File: src/rtl/rgb_pixel_fifo_if.sv
// Pixel stream interface for rgb_pixel_fifo: free-running input side (no ready)
// and valid/ready output side. The FIFO uses the slave view, its neighbours the master view.
interface rgb_pixel_fifo_if;
  logic       in_valid;
  logic [7:0] in_r;
  logic [7:0] in_g;
  logic [7:0] in_b;
  logic       out_valid;
  logic       out_ready;
  logic [7:0] out_r;
  logic [7:0] out_g;
  logic [7:0] out_b;

  modport master (
    output in_valid, in_r, in_g, in_b, out_ready,
    input  out_valid, out_r, out_g, out_b
  );

  modport slave (
    input  in_valid, in_r, in_g, in_b, out_ready,
    output out_valid, out_r, out_g, out_b
  );
endinterface

File: src/rtl/rgb_pixel_fifo.sv
// RGB pixel FIFO: accepts pixels without back-pressure, drops them when full and
// flags the drop. Optional macro RGB_PIXEL_FIFO_DROP_CNT_EN adds a saturating drop counter.
module rgb_pixel_fifo #(
  parameter int DEPTH = 4,
  parameter int CNT_W = 16
) (
  input  logic                     clk,
  input  logic                     reset,
  rgb_pixel_fifo_if.slave          px,
  output logic [$clog2(DEPTH):0]   level,
`ifdef RGB_PIXEL_FIFO_DROP_CNT_EN
  output logic [CNT_W-1:0]         drop_count,
`endif
  output logic                     overflow
);

  localparam int AW = $clog2(DEPTH);

  logic [AW:0]   r_wr_ptr;
  logic [AW:0]   r_rd_ptr;
  logic [23:0]   r_mem [DEPTH];
  logic          r_overflow;

  logic          w_empty;
  logic          w_full;
  logic          w_push;
  logic          w_pop;
  logic          w_drop;
  logic [23:0]   w_head;

  // Full: same slot index, opposite lap (wrap bit differs).
  assign w_empty = (r_wr_ptr == r_rd_ptr);
  assign w_full  = (r_wr_ptr == {~r_rd_ptr[AW], r_rd_ptr[AW-1:0]});
  assign w_pop   = !w_empty && px.out_ready;
  assign w_push  = px.in_valid && (!w_full || w_pop);
  assign w_drop  = px.in_valid && w_full && !w_pop;

  always_ff @(posedge clk) begin
    if (reset) begin
      r_wr_ptr   <= '0;
      r_rd_ptr   <= '0;
      r_overflow <= 1'b0;
    end else begin
      if (w_push) r_wr_ptr <= r_wr_ptr + 1'b1;
      if (w_pop)  r_rd_ptr <= r_rd_ptr + 1'b1;
      if (w_drop) r_overflow <= 1'b1;
    end
  end

  // NOTE: the storage is reset on purpose so the head fields read 0 before the
  // first write; without that requirement a RAM would normally be left unreset.
  always_ff @(posedge clk) begin
    if (reset) begin
      for (int i = 0; i < DEPTH; i++) r_mem[i] <= '0;
    end else if (w_push) begin
      r_mem[r_wr_ptr[AW-1:0]] <= {px.in_r, px.in_g, px.in_b};
    end
  end

`ifdef RGB_PIXEL_FIFO_DROP_CNT_EN
  logic [CNT_W-1:0] r_drop_cnt;

  // Saturates at all-ones rather than wrapping back to zero.
  always_ff @(posedge clk) begin
    if (reset) begin
      r_drop_cnt <= '0;
    end else if (w_drop && (r_drop_cnt != '1)) begin
      r_drop_cnt <= r_drop_cnt + 1'b1;
    end
  end

  assign drop_count = r_drop_cnt;
`endif

  assign w_head       = r_mem[r_rd_ptr[AW-1:0]];
  assign px.out_valid = !w_empty;
  assign px.out_r     = w_head[23:16];
  assign px.out_g     = w_head[15:8];
  assign px.out_b     = w_head[7:0];
  assign level        = r_wr_ptr - r_rd_ptr;
  assign overflow     = r_overflow;

endmodule

File: src/flat_wrapper.sv
// flat-port wrapper written by rule: the top's interface ports become plain ports
module rgb_pixel_fifo_flat 
#(
  parameter int DEPTH = 4,
  parameter int CNT_W = 16
)
  (clk, reset, level, overflow, px_in_valid, px_in_r, px_in_g, px_in_b, px_out_ready, px_out_valid, px_out_r, px_out_g, px_out_b);
  rgb_pixel_fifo_if px_i ();
  input  logic clk;
  input  logic reset;
  output logic [$clog2(DEPTH):0] level;
  output logic overflow;
  input wire logic [$bits(px_i.in_valid)-1:0] px_in_valid;
  input wire logic [$bits(px_i.in_r)-1:0] px_in_r;
  input wire logic [$bits(px_i.in_g)-1:0] px_in_g;
  input wire logic [$bits(px_i.in_b)-1:0] px_in_b;
  input wire logic [$bits(px_i.out_ready)-1:0] px_out_ready;
  output wire logic [$bits(px_i.out_valid)-1:0] px_out_valid;
  output wire logic [$bits(px_i.out_r)-1:0] px_out_r;
  output wire logic [$bits(px_i.out_g)-1:0] px_out_g;
  output wire logic [$bits(px_i.out_b)-1:0] px_out_b;
  assign px_i.in_valid = px_in_valid;
  assign px_i.in_r = px_in_r;
  assign px_i.in_g = px_in_g;
  assign px_i.in_b = px_in_b;
  assign px_i.out_ready = px_out_ready;
  assign px_out_valid = px_i.out_valid;
  assign px_out_r = px_i.out_r;
  assign px_out_g = px_i.out_g;
  assign px_out_b = px_i.out_b;
  rgb_pixel_fifo #(.DEPTH(DEPTH), .CNT_W(CNT_W)) u_core (.clk(clk), .reset(reset), .px(px_i), .level(level), .overflow(overflow));
endmodule
File: config.mk
export PLATFORM = sky130hd
export DESIGN_NAME = rgb_pixel_fifo_flat
export DESIGN_NICKNAME = d
export VERILOG_FILES = /design/src/rtl/rgb_pixel_fifo_if.sv /design/src/rtl/rgb_pixel_fifo.sv /design/src/flat_wrapper.sv
export SDC_FILE = /design/constraint.sdc
export NUM_CORES = 1
export LEC_CHECK = 0
export BUFFER_PORTS_ARGS = -buffer_cell sky130_fd_sc_hd__buf_2
export CELL_PAD_IN_SITES_DETAIL_PLACEMENT = 1
export CELL_PAD_IN_SITES_GLOBAL_PLACEMENT = 2
export CORE_AREA = 10 10 118 120
export DETAILED_ROUTE_END_ITERATION = 10
export DIE_AREA = 0 0 128 130
export PLACE_DENSITY_LB_ADDON = 0.2
export SYNTH_ARGS = -nofsm -noshare
export SYNTH_HDL_FRONTEND = slang
export SYNTH_SLANG_ARGS = --single-unit
File: constraint.sdc
create_clock -name clk -period 4.58 [get_ports clk]
set_clock_uncertainty 0.1 [all_clocks]
set_input_delay 0 -clock clk [delete_from_list [all_inputs] [get_ports clk]]
set_output_delay 0 -clock clk [all_outputs]
set_load 0.05 [all_outputs]
# --- Word level (Yosys, flattened, before mapping) ---
# Memory sizes are Yosys's and may differ from the RTL's. A register that Yosys moved wholly into a read port is not among the register bits.
# Cells that the tools add are included.
word_totals:
  output_inout_bits: 29
  ramBits: 96
  n_memories: 1
  reg_bits: 7
  wordCells: 29
  latch_bits: 0
  in_bits: 28
  rom_bits: 0
op_classes:
  n_addsub: 3
  div_mod_pow: 0
  bitwise_logic: 1
  eq_ne: 2
  n_lt_le_gt_ge: 0
  mux: 10
  n_reduce_logical: 9
  multipliers: 0
  n_shift: 0
memory_table:
  columns: ["memory", "depth", "width", "rd", "rd_clocked_by_memory_dff", "wr", "line", "rtl"]
  rows:
  - ["u_core.r_mem", 4, 24, 1, 1, 4, "rgb_pixel_fifo.sv:21", "logic [23:0] r_mem [DEPTH];"]
ops:
  columns: ["cell", "count"]
  rows:
  - ["24-bit two-way mux", 1]
  - ["24-bit OR reduction", 1]
  - ["3-bit by 1-bit adder with 3-bit output, second input constant", 2]
  - ["3-bit equality test", 2]
  - ["1-bit two-way mux", 6]
  - ["2-bit two-way mux", 3]
  - ["1-bit logical AND", 4]
  - ["1-bit zero test", 3]
  - ["3-bit subtractor", 1]
  - ["1-bit logical OR", 1]
  - ["1-bit inverter", 1]

# --- Depth between registers and ports, before layout ---
# Gate-level depths: netlist of the first run.
logic_depth:
  ltp_word: 10
  depth_mapped: 6
  depth_no_buf: 5

# --- Worst setup path after synthesis of the first run ---
# No wires, ideal clock.
synth_path:
  path_type: "register -> register"
  startpoint: "reg u_core.r_wr_ptr[0]"
  endpoint: "mem u_core.r_mem[3][0], enable pin"
  t_arrival_ns: 3.093
  setup_time_ns: 0.442
  stages_incl_launch_ff: 6
  slack_ns: 0.945
  synth_period_minus_slack_ns: 3.635
  required_time_ns: 4.038
  path_cell_list: "dfxtp_1 > inv_1 > ha_1 > nand3b_4 > o21ai_4 > o31ai_1"
synth_rtl:
  columns: ["element", "line", "rtl"]
  rows:
  - ["start, declared", "rgb_pixel_fifo.sv:19", "logic [AW:0] r_wr_ptr;"]
  - ["start signal, assigned", "rgb_pixel_fifo.sv:44", "if (w_push) r_wr_ptr <= r_wr_ptr + 1'b1;"]
  - ["end, declared", "rgb_pixel_fifo.sv:21", null]

==> summary.log, run 1 <==
[route] Post-DRT Antenna Nets 0
[global_route] GRT Residual Overflow 0
[placed_design] worst setup slack before clock tree synthesis 1.63 ns
[synth] Mapped Nets 354
[sta] highest clock frequency the design can meet 342 MHz
[power_and_ir_drop] maximum resistive drop on vdd 187 µV
[synth] cell type with the highest aggregate area in the netlist sky130_fd_sc_hd__edfxtp_1
[outcome] result of the run finished clean
[setup_path] worst endpoint required time 4.57 ns
[placed_design] placed cell count 511
[synth] count of state elements after synthesis 105
[setup_path] R2R setup slack 1.66 ns
[synth] library cells used by synthesis 36
[die] number of ports placed on the die boundary 57
[layout] Sequential Area 3060 µm²
[clock_network] Clock Root Buffer sky130_fd_sc_hd__clkbuf_16
[die] row count 40
[global_route] pin count of the biggest net entering global routing 26
[global_route] number of global-route vias before repair 3110
[die] Chip Width 128 µm
[clock_network] number of buffers inserted during clock tree synthesis 9
[synth] main flop type after synthesis sky130_fd_sc_hd__edfxtp_1
[clock_network] clock transition at the register clock pins on the worst setup and hold paths after CTS 0.07 ns
[route] routed wire length 11.0 mm
[layout] footprint of the multi-input gates 1450 µm²
[power_and_ir_drop] Power Density 474 nW/µm²
[setup_path] top fanout value on the critical path 25
[die] y dimension of the die 130 µm
[synth] area of the mapped netlist 4670 µm²
[clock_network] H-tree Lvls 3
[route] remaining routing DRC violations 0
[sta] portion of the clock cycle consumed by the worst path in the final layout 63.8%
[route] routed via count divided by cell count 5.11
[synth] Yosys Warn Count 0
[die] floorplan die area 16600 µm²
[synth] most repeated cell in the gate-level netlist after synthesis sky130_fd_sc_hd__nor2_1
[layout] # fillers 1209
[sta] Setup Total Neg Slack 0 ns
[setup_path] Critical Path AT 2.92 ns
[layout] non-filler instance count after layout 555
[sta] post-layout worst setup margin 1.66 ns
[route] Starting DRT DRC Count 147
[synth] commonest cells in the netlist 99 x sky130_fd_sc_hd__nor2_1, 96 x sky130_fd_sc_hd__edfxtp_1, 28 x sky130_fd_sc_hd__nand2_1, 24 x sky130_fd_sc_hd__mux4_2
[synth] share of Yosys cell area claimed by the top area cell type 61.8%
[route] first-pass iteration count of the detailed router 4
[setup_path] element type at the critical path start flop
[placed_design] last weighted congestion value of the routability-driven placer 0.702
[sta] Slew HR 36.3%
[placed_design] placed wire-length estimate 6.93 mm
[sta] Hold Violations, Final 0
[job] number of max-capacitance violations reported 0
[die] initial core utilization 39.9%
[route] DR vias 2837
[clock_network] TritonCTS clock tree built
[die] core area 11700 µm²
[sta] setup repair after global routing missed its margin false
[layout] share of cells above drive strength 1 28.9%
[power_and_ir_drop] static leakage 2.13 nW
[synth] mean instance size in the synthesized netlist 14.5 µm²
[sta] final period demand of the worst path 2.92 ns
[route] routed length per instance 19.8 µm
[synth] number of synthesized flops with an enable pin 96
[sta] number of slew-limit violations in the final report 0
[synth] top post-synthesis cells by area sky130_fd_sc_hd__edfxtp_1 62%, sky130_fd_sc_hd__mux4_2 12%, sky130_fd_sc_hd__nor2_1 8.0%
[hold_path] Hold Path Class in -> reg
[global_route] number of antenna violations at the first check in global routing 0
[synth] share of async-settable or async-resettable flops after synthesis 0%
[sta] worst-margin pin slew 0.950 ns
[clock_network] clock network latency to the later pin of the worst-skew pair 0.35 ns
[sta] setup-violating endpoint count in the final report 0
[global_route] global-route wire length before repair 17.5 mm
[setup_path] critical path capture point type flop
[clock_network] Longest Clk Path Bufs 2
[layout] number of antenna diodes 0
[setup_path] Setup Crit Path Kind reg -> reg
[clock_network] number of clock sinks 105
[global_route] total global routing track utilization 13.7%
[synth] Gate Count Post-Synth 321
[placed_design] Port Buf Inserts 56
[layout] relative area change from synthesis to final layout 20.5%
[synth] sequential cell area fraction in the yosys report 65.6%
[layout] Layout Nets 436
## sequential cells by signal, summed over array words and instances (netlist names), named ones only
signal / cells
u_core.r_rd_ptr: 3
u_core.r_wr_ptr: 3
u_core.r_mem: 96
u_core.overflow: 1
## cells by family after synthesis
logic type | Yosys count | share of synthesized area (%)
adders and majority gates | 5 | 1.50
buffers and inverters | 29 | 3.56
AOI/OAI and AO/OA | 15 | 4.15
xor gates and xnor gates | 2 | 0.536
and+or+nand+nor | 137 | 12.0
DFF | 105 | 65.6
muxes | 28 | 12.6
## cell usage in the layout (no fill, tap or decap), types with 3 or more instances in the layout
cell	instances
sky130_fd_sc_hd__buf_2	56
sky130_fd_sc_hd__buf_4	7
sky130_fd_sc_hd__clkbuf_16	9
sky130_fd_sc_hd__dfxtp_1	8
sky130_fd_sc_hd__dlygate4sd3_1	28
sky130_fd_sc_hd__edfxtp_1	96
sky130_fd_sc_hd__ha_1	4
sky130_fd_sc_hd__inv_1	9
sky130_fd_sc_hd__mux4_2	24
sky130_fd_sc_hd__nand2_1	28
sky130_fd_sc_hd__nor2_1	99
sky130_fd_sc_hd__o2111ai_4	3
## metal layers
layer / routed length (µm) / track usage, % / share of wire (%) / vias to the layer above
li1: - / - / - / 1326
met1: 4680 / 16.4 / 43 / 1446
met2: 5750 / 24.1 / 52 / 55
met3: 373 / 2.68 / 3.4 / 10
met4: 165 / 4.97 / 1.5 / 0
met5: 0 / 0 / 0 / -
## path summary, 6_finish.rpt
kind,endpoint,cells past startpoint,start
worst max-delay path,u_core.r_mem[0][2],7,u_core.r_wr_ptr[0]
worst min-delay path,u_core.overflow,3,px_in_valid
worst max register to register,u_core.r_mem[0][2],7,u_core.r_wr_ptr[0]
worst min register to register,u_core.overflow,1,u_core.overflow
## what timing repair did
action	in CTS	in global routing
endpoints found under the hold margin	94	0
setup buffers	0	0
hold buffers	28	0
resized for setup	0	0
## area by class of cell
class                           count  area share, %
Sequential cell                   105           54.5
Multi-Input combinational cell    187           25.8
Timing Repair Buffer               91           10.9
Clock buffer                        9           4.00
Tap cell                          147           3.27
Clock inverter                      7          0.934
Inverter                            9          0.601
## critical path: stages (launching register included)
cell	delay, ns
sky130_fd_sc_hd__dfxtp_1	0.41
sky130_fd_sc_hd__inv_1	0.20
sky130_fd_sc_hd__ha_1	0.48
sky130_fd_sc_hd__nand3b_4	0.23
sky130_fd_sc_hd__o2111ai_4	0.23
sky130_fd_sc_hd__buf_4	0.32
sky130_fd_sc_hd__nand2_1	0.34
sky130_fd_sc_hd__buf_4	0.34
## through the flow
stage	hold WS [ns]	cell area [µm²]	utilization, %	power [mW]
final	0.119	5630	48.0	2.67
after global routing	0.145	5630	48.0	2.78
after CTS	0.114	5630	48.0	2.70
after detailed placement	0.248	5070	43.3	1.96
after global placement	0.247	5070	43.3	1.94
after floorplan	0.0863	4670	-	1.78
## report_power, final
group,switching (mW),internal (mW)
Clock,0.360,0.373
Combinational,0.497,0.233
Sequential,0.0676,1.13
(Power assumes the default switching activity.)
==> inputs of run 2 (changes only) <==
Settings changed: ABC_AREA from default to 1, CORE_AREA 10 10 118 120 to 10 10 125 127, DIE_AREA 0 0 128 130 to 0 0 135 137.
Clock period 4.58 ns to 2.75 ns, I/O delays scaled along.
==> run 2 against run 1 <==
  * Count of clock-buffer cells in the layout is 3 higher
  * Combinational power increased by 100%
  * Global-route usage up 1.2 points
  * Clock power rose by 94%
  * Utilization down 0.65 points
  * Critical path depth up 1
  * Sequential cell count stayed put
  * Critical path type unchanged
  * Highest routed layer unchanged
==> summary.log, run 2 <==
[synth] number of synthesized flops with an enable pin 96 [unchanged]
[synth] top post-synthesis cells by area sky130_fd_sc_hd__edfxtp_1 57%, sky130_fd_sc_hd__nor3_2 13%, sky130_fd_sc_hd__nor2_1 5.9%
[sta] setup-violating endpoint count in the final report 0 [unchanged]
[hold_path] Hold Path Class in -> reg
[setup_path] top fanout value on the critical path 38 [+52%]
[clock_network] Longest Clk Path Bufs 2 [unchanged]
[synth] Yosys Warn Count 0 [unchanged]
[setup_path] worst endpoint required time 2.73 ns [-1.84 ns]
[route] routed via count divided by cell count 5.11 [about the same]
[sta] portion of the clock cycle consumed by the worst path in the final layout 81.3% [+18 points]
[sta] final period demand of the worst path 2.24 ns [-0.686 ns]
[route] first-pass iteration count of the detailed router 4 [unchanged]
[clock_network] clock network latency to the later pin of the worst-skew pair 0.34 ns [about the same]
[clock_network] clock transition at the register clock pins on the worst setup and hold paths after CTS 0.07 ns [about the same]
[synth] cell type with the highest aggregate area in the netlist sky130_fd_sc_hd__edfxtp_1
[setup_path] delay contributed by the slowest stage of the critical path 0.57 ns [+0.09 ns]
[sta] worst-margin pin slew 0.664 ns [-0.286 ns]
[sta] Slew HR 55.7% [+19 points]
[placed_design] post-placement cell area 5590 µm² [+10%]
[sta] Setup Total Neg Slack 0 ns [unchanged]
[clock_network] TritonCTS clock tree built
[route] routed wire length 13.4 mm [+22%]
[layout] Layout Nets 548 [+26%]
[global_route] total global routing track utilization 15.0% [+1.2 points]
[sta] setup repair after global routing missed its margin false
[layout] post-route design area 6200 µm² [+10%]
[power_and_ir_drop] static leakage 2.35 nW [+10%]
[global_route] number of global-route vias before repair 3956 [+27%]
[layout] largest reg by FF count u_core.r_mem
[layout] largest registers u_core.r_mem: 96 flops, u_core.r_rd_ptr: 3 flops, u_core.r_wr_ptr: 3 flops
[layout] commonest cells after routing, fill and taps aside 96 x sky130_fd_sc_hd__edfxtp_1, 77 x sky130_fd_sc_hd__nor2_1, 67 x sky130_fd_sc_hd__nor3_2, 56 x sky130_fd_sc_hd__buf_2, 52 x sky130_fd_sc_hd__o21ai_0
[global_route] GRT Residual Overflow 0 [unchanged]
[placed_design] last weighted congestion value of the routability-driven placer 0.745 [+6.1%]
[clock_network] Clock Root Buffer sky130_fd_sc_hd__clkbuf_16
[power_and_ir_drop] combinational cell fraction of total power 30.8% [+3.4 points]
[power_and_ir_drop] clock network power share 29.5% [+2.0 points]
[layout] share of cells above drive strength 1 32.1% [+3.2 points]
[placed_design] worst setup slack before clock tree synthesis 0.527 ns [-1.10 ns]
[clock_network] number of clock sinks 105 [unchanged]
[setup_path] critical path capture point type flop
[setup_path] buffer and inverter count on the worst path 2 [-1]
[clock_network] Post-CTS Hold Fix Bufs 28 [unchanged]
[synth] commonest cells in the netlist 96 x sky130_fd_sc_hd__edfxtp_1, 79 x sky130_fd_sc_hd__nor2_1, 67 x sky130_fd_sc_hd__nor3_2, 54 x sky130_fd_sc_hd__o21ai_0, 35 x sky130_fd_sc_hd__inv_1
[clock_network] Setup Fix Bufs, Post-CTS 0 [unchanged]
[synth] most repeated cell in the gate-level netlist after synthesis sky130_fd_sc_hd__edfxtp_1
[placed_design] placed wire-length estimate 8.19 mm [+18%]
[die] number of ports placed on the die boundary 57 [unchanged]
[outcome] result of the run finished clean
[global_route] pin count of the biggest net entering global routing 49 [+88%]
[route] DR vias 3559 [+25%]
[job] number of max-capacitance violations reported 0 [unchanged]
[power_and_ir_drop] maximum resistive drop on vdd 399 µV [+110%]
[die] initial core utilization 38.6% [-1.3 points]
[clock_network] number of buffers inserted during clock tree synthesis 9 [unchanged]
[synth] sequential cell area fraction in the yosys report 60.6% [-5.0 points]
[layout] utilization of the core after routing 47.4% [-0.65 points]
[power_and_ir_drop] net switching share of the total power 36.1% [+1.4 points]
[die] row count 42 [+5.0%]
[global_route] global-route wire length before repair 21.4 mm [+22%]
[die] floorplan die area 18500 µm² [+11%]
[synth] area of the mapped netlist 5050 µm² [+8.2%]
[synth] main flop type after synthesis sky130_fd_sc_hd__edfxtp_1
[route] remaining routing DRC violations 0 [unchanged]
[setup_path] Critical Path AT 2.21 ns [-0.71 ns]
[setup_path] slowest library cell on the worst path sky130_fd_sc_hd__buf_4
[synth] share of async-settable or async-resettable flops after synthesis 0% [unchanged]
[route] Starting DRT DRC Count 172 [+17%]
[sta] post-layout worst setup margin 0.514 ns [-1.14 ns]
[die] Chip Width 135 µm [+5.5%]
[layout] relative area change from synthesis to final layout 22.7%
[sta] highest clock frequency the design can meet 447 MHz [+31%]
[layout] max reg flops 96 [unchanged]
[synth] share of Yosys cell area claimed by the top area cell type 57.1% [-4.7 points]
[route] Post-DRT Antenna Nets 0 [unchanged]
[route] routed length per instance 19.2 µm [-2.6%]
[die] y dimension of the die 137 µm [+5.4%]
[layout] number of antenna diodes 0 [unchanged]
[synth] Gate Count Post-Synth 435 [+36%]
[placed_design] Port Buf Inserts 56 [unchanged]
[setup_path] element type at the critical path start flop
[synth] Mapped Nets 468 [+32%]
[power_and_ir_drop] Power Density 775 nW/µm² [+63%]
[synth] count of state elements after synthesis 105 [unchanged]
[global_route] number of antenna violations at the first check in global routing 0 [unchanged]
[sta] number of slew-limit violations in the final report 0 [unchanged]
[power_and_ir_drop] switching power total 1.73 mW [+87%]
[clock_network] post-cts repair resize count 0 [unchanged]
[power_and_ir_drop] internal power contribution 3.07 mW [+76%]
[setup_path] family with the most delay on the worst path buffers and inverters
[synth] library cells used by synthesis 27 [-25%]
[synth] mean instance size in the synthesized netlist 11.6 µm² [-20%]
[sta] Hold Violations, Final 0 [unchanged]
[setup_path] worst path cell trace inv_1, ha_1, nand2_1, nor2_2, nand2_4, nand4_4, buf_4, nor3_2
[die] core area 13100 µm² [+12%]
[setup_path] Setup Crit Path Kind reg -> reg
[layout] most common cell after layout, fill and taps aside sky130_fd_sc_hd__edfxtp_1
[power_and_ir_drop] relative contribution of sequential cells to total power 39.7% [-5.4 points]
[clock_network] H-tree Lvls 3 [unchanged]
-- run 2: changes by cell type after synthesis, moves of 9 or more --
| cell | before | now |
|---|---|---|
| sky130_fd_sc_hd__mux4_2 | 24 | 0 |
| sky130_fd_sc_hd__inv_1 | 9 | 35 |
| sky130_fd_sc_hd__clkbuf_1 | 6 | 15 |
| sky130_fd_sc_hd__o21ai_0 | 1 | 54 |
| sky130_fd_sc_hd__nand2_1 | 28 | 9 |
| sky130_fd_sc_hd__nor3_2 | 0 | 67 |
| sky130_fd_sc_hd__nor2_1 | 99 | 79 |
| sky130_fd_sc_hd__o22ai_1 | 0 | 24 |
-- run 2: cells by family after synthesis --
kind of cell	share of synthesized area (%)
flops	60.6
buf+inv	6.44
fa+ha+maj	1.39
xor+xnor	0.520
compound gates	8.79
simple gates	22.2
-- run 2: final timing paths --
path	from	end	slack, ns	cells past startpoint
worst min-delay path	reset	u_core.r_rd_ptr[2]	0.31	3
worst max register to register	u_core.r_rd_ptr[1]	u_core.r_mem[1][13]	0.51	8
worst min register to register	u_core.overflow	u_core.overflow	0.37	2
worst max-delay path	u_core.r_rd_ptr[1]	u_core.r_mem[1][13]	0.51	8
-- run 2: through the flow --
stage	instances	power [mW]	hold slack [ns]
after floorplan	435	3.00	-0.0309
after global placement	652	3.40	0.128
after detailed placement	652	3.41	0.130
after CTS	696	4.86	0.295
after global routing	696	5.03	0.320
final	696	4.80	0.308
-- run 2: layout make-up --
cell class,instances,area [µm²]
clock buffer,12,256
sequential,105,3060
clock inverter,4,75.1
tap,176,220
multi-input combinational,260,1700
inverter,39,146
fill,1384,6890
timing repair buffer,100,743
-- run 2: power groups by stage --
stage	registers, mW	clock network, mW	logic [mW]
6_report	1.91	1.42	1.48
5_1_grt	1.92	1.52	1.60
4_1_cts	1.91	1.45	1.51
3_5_place_dp	1.94	0	1.47
3_3_place_gp	1.94	0	1.46
2_1_floorplan	1.93	0	1.07
-- run 2: per-layer routing --
metal  part of all wire (%)  global-route usage [%]  vias up
met5                      0                       0        -
met4                   0.96                    4.49        0
met3                    3.8                    3.15        9
met2                     52                    26.6       55
met1                     43                    17.8     1799
li1                       -                       -     1696
-- run 2: worst reg2reg max path, delay by kind of cell (launching register included) --
family	cells	cell delay, ns
simple gates	5	0.58
fa+ha+maj	1	0.28
buf+inv	2	0.66
flops	1	0.36
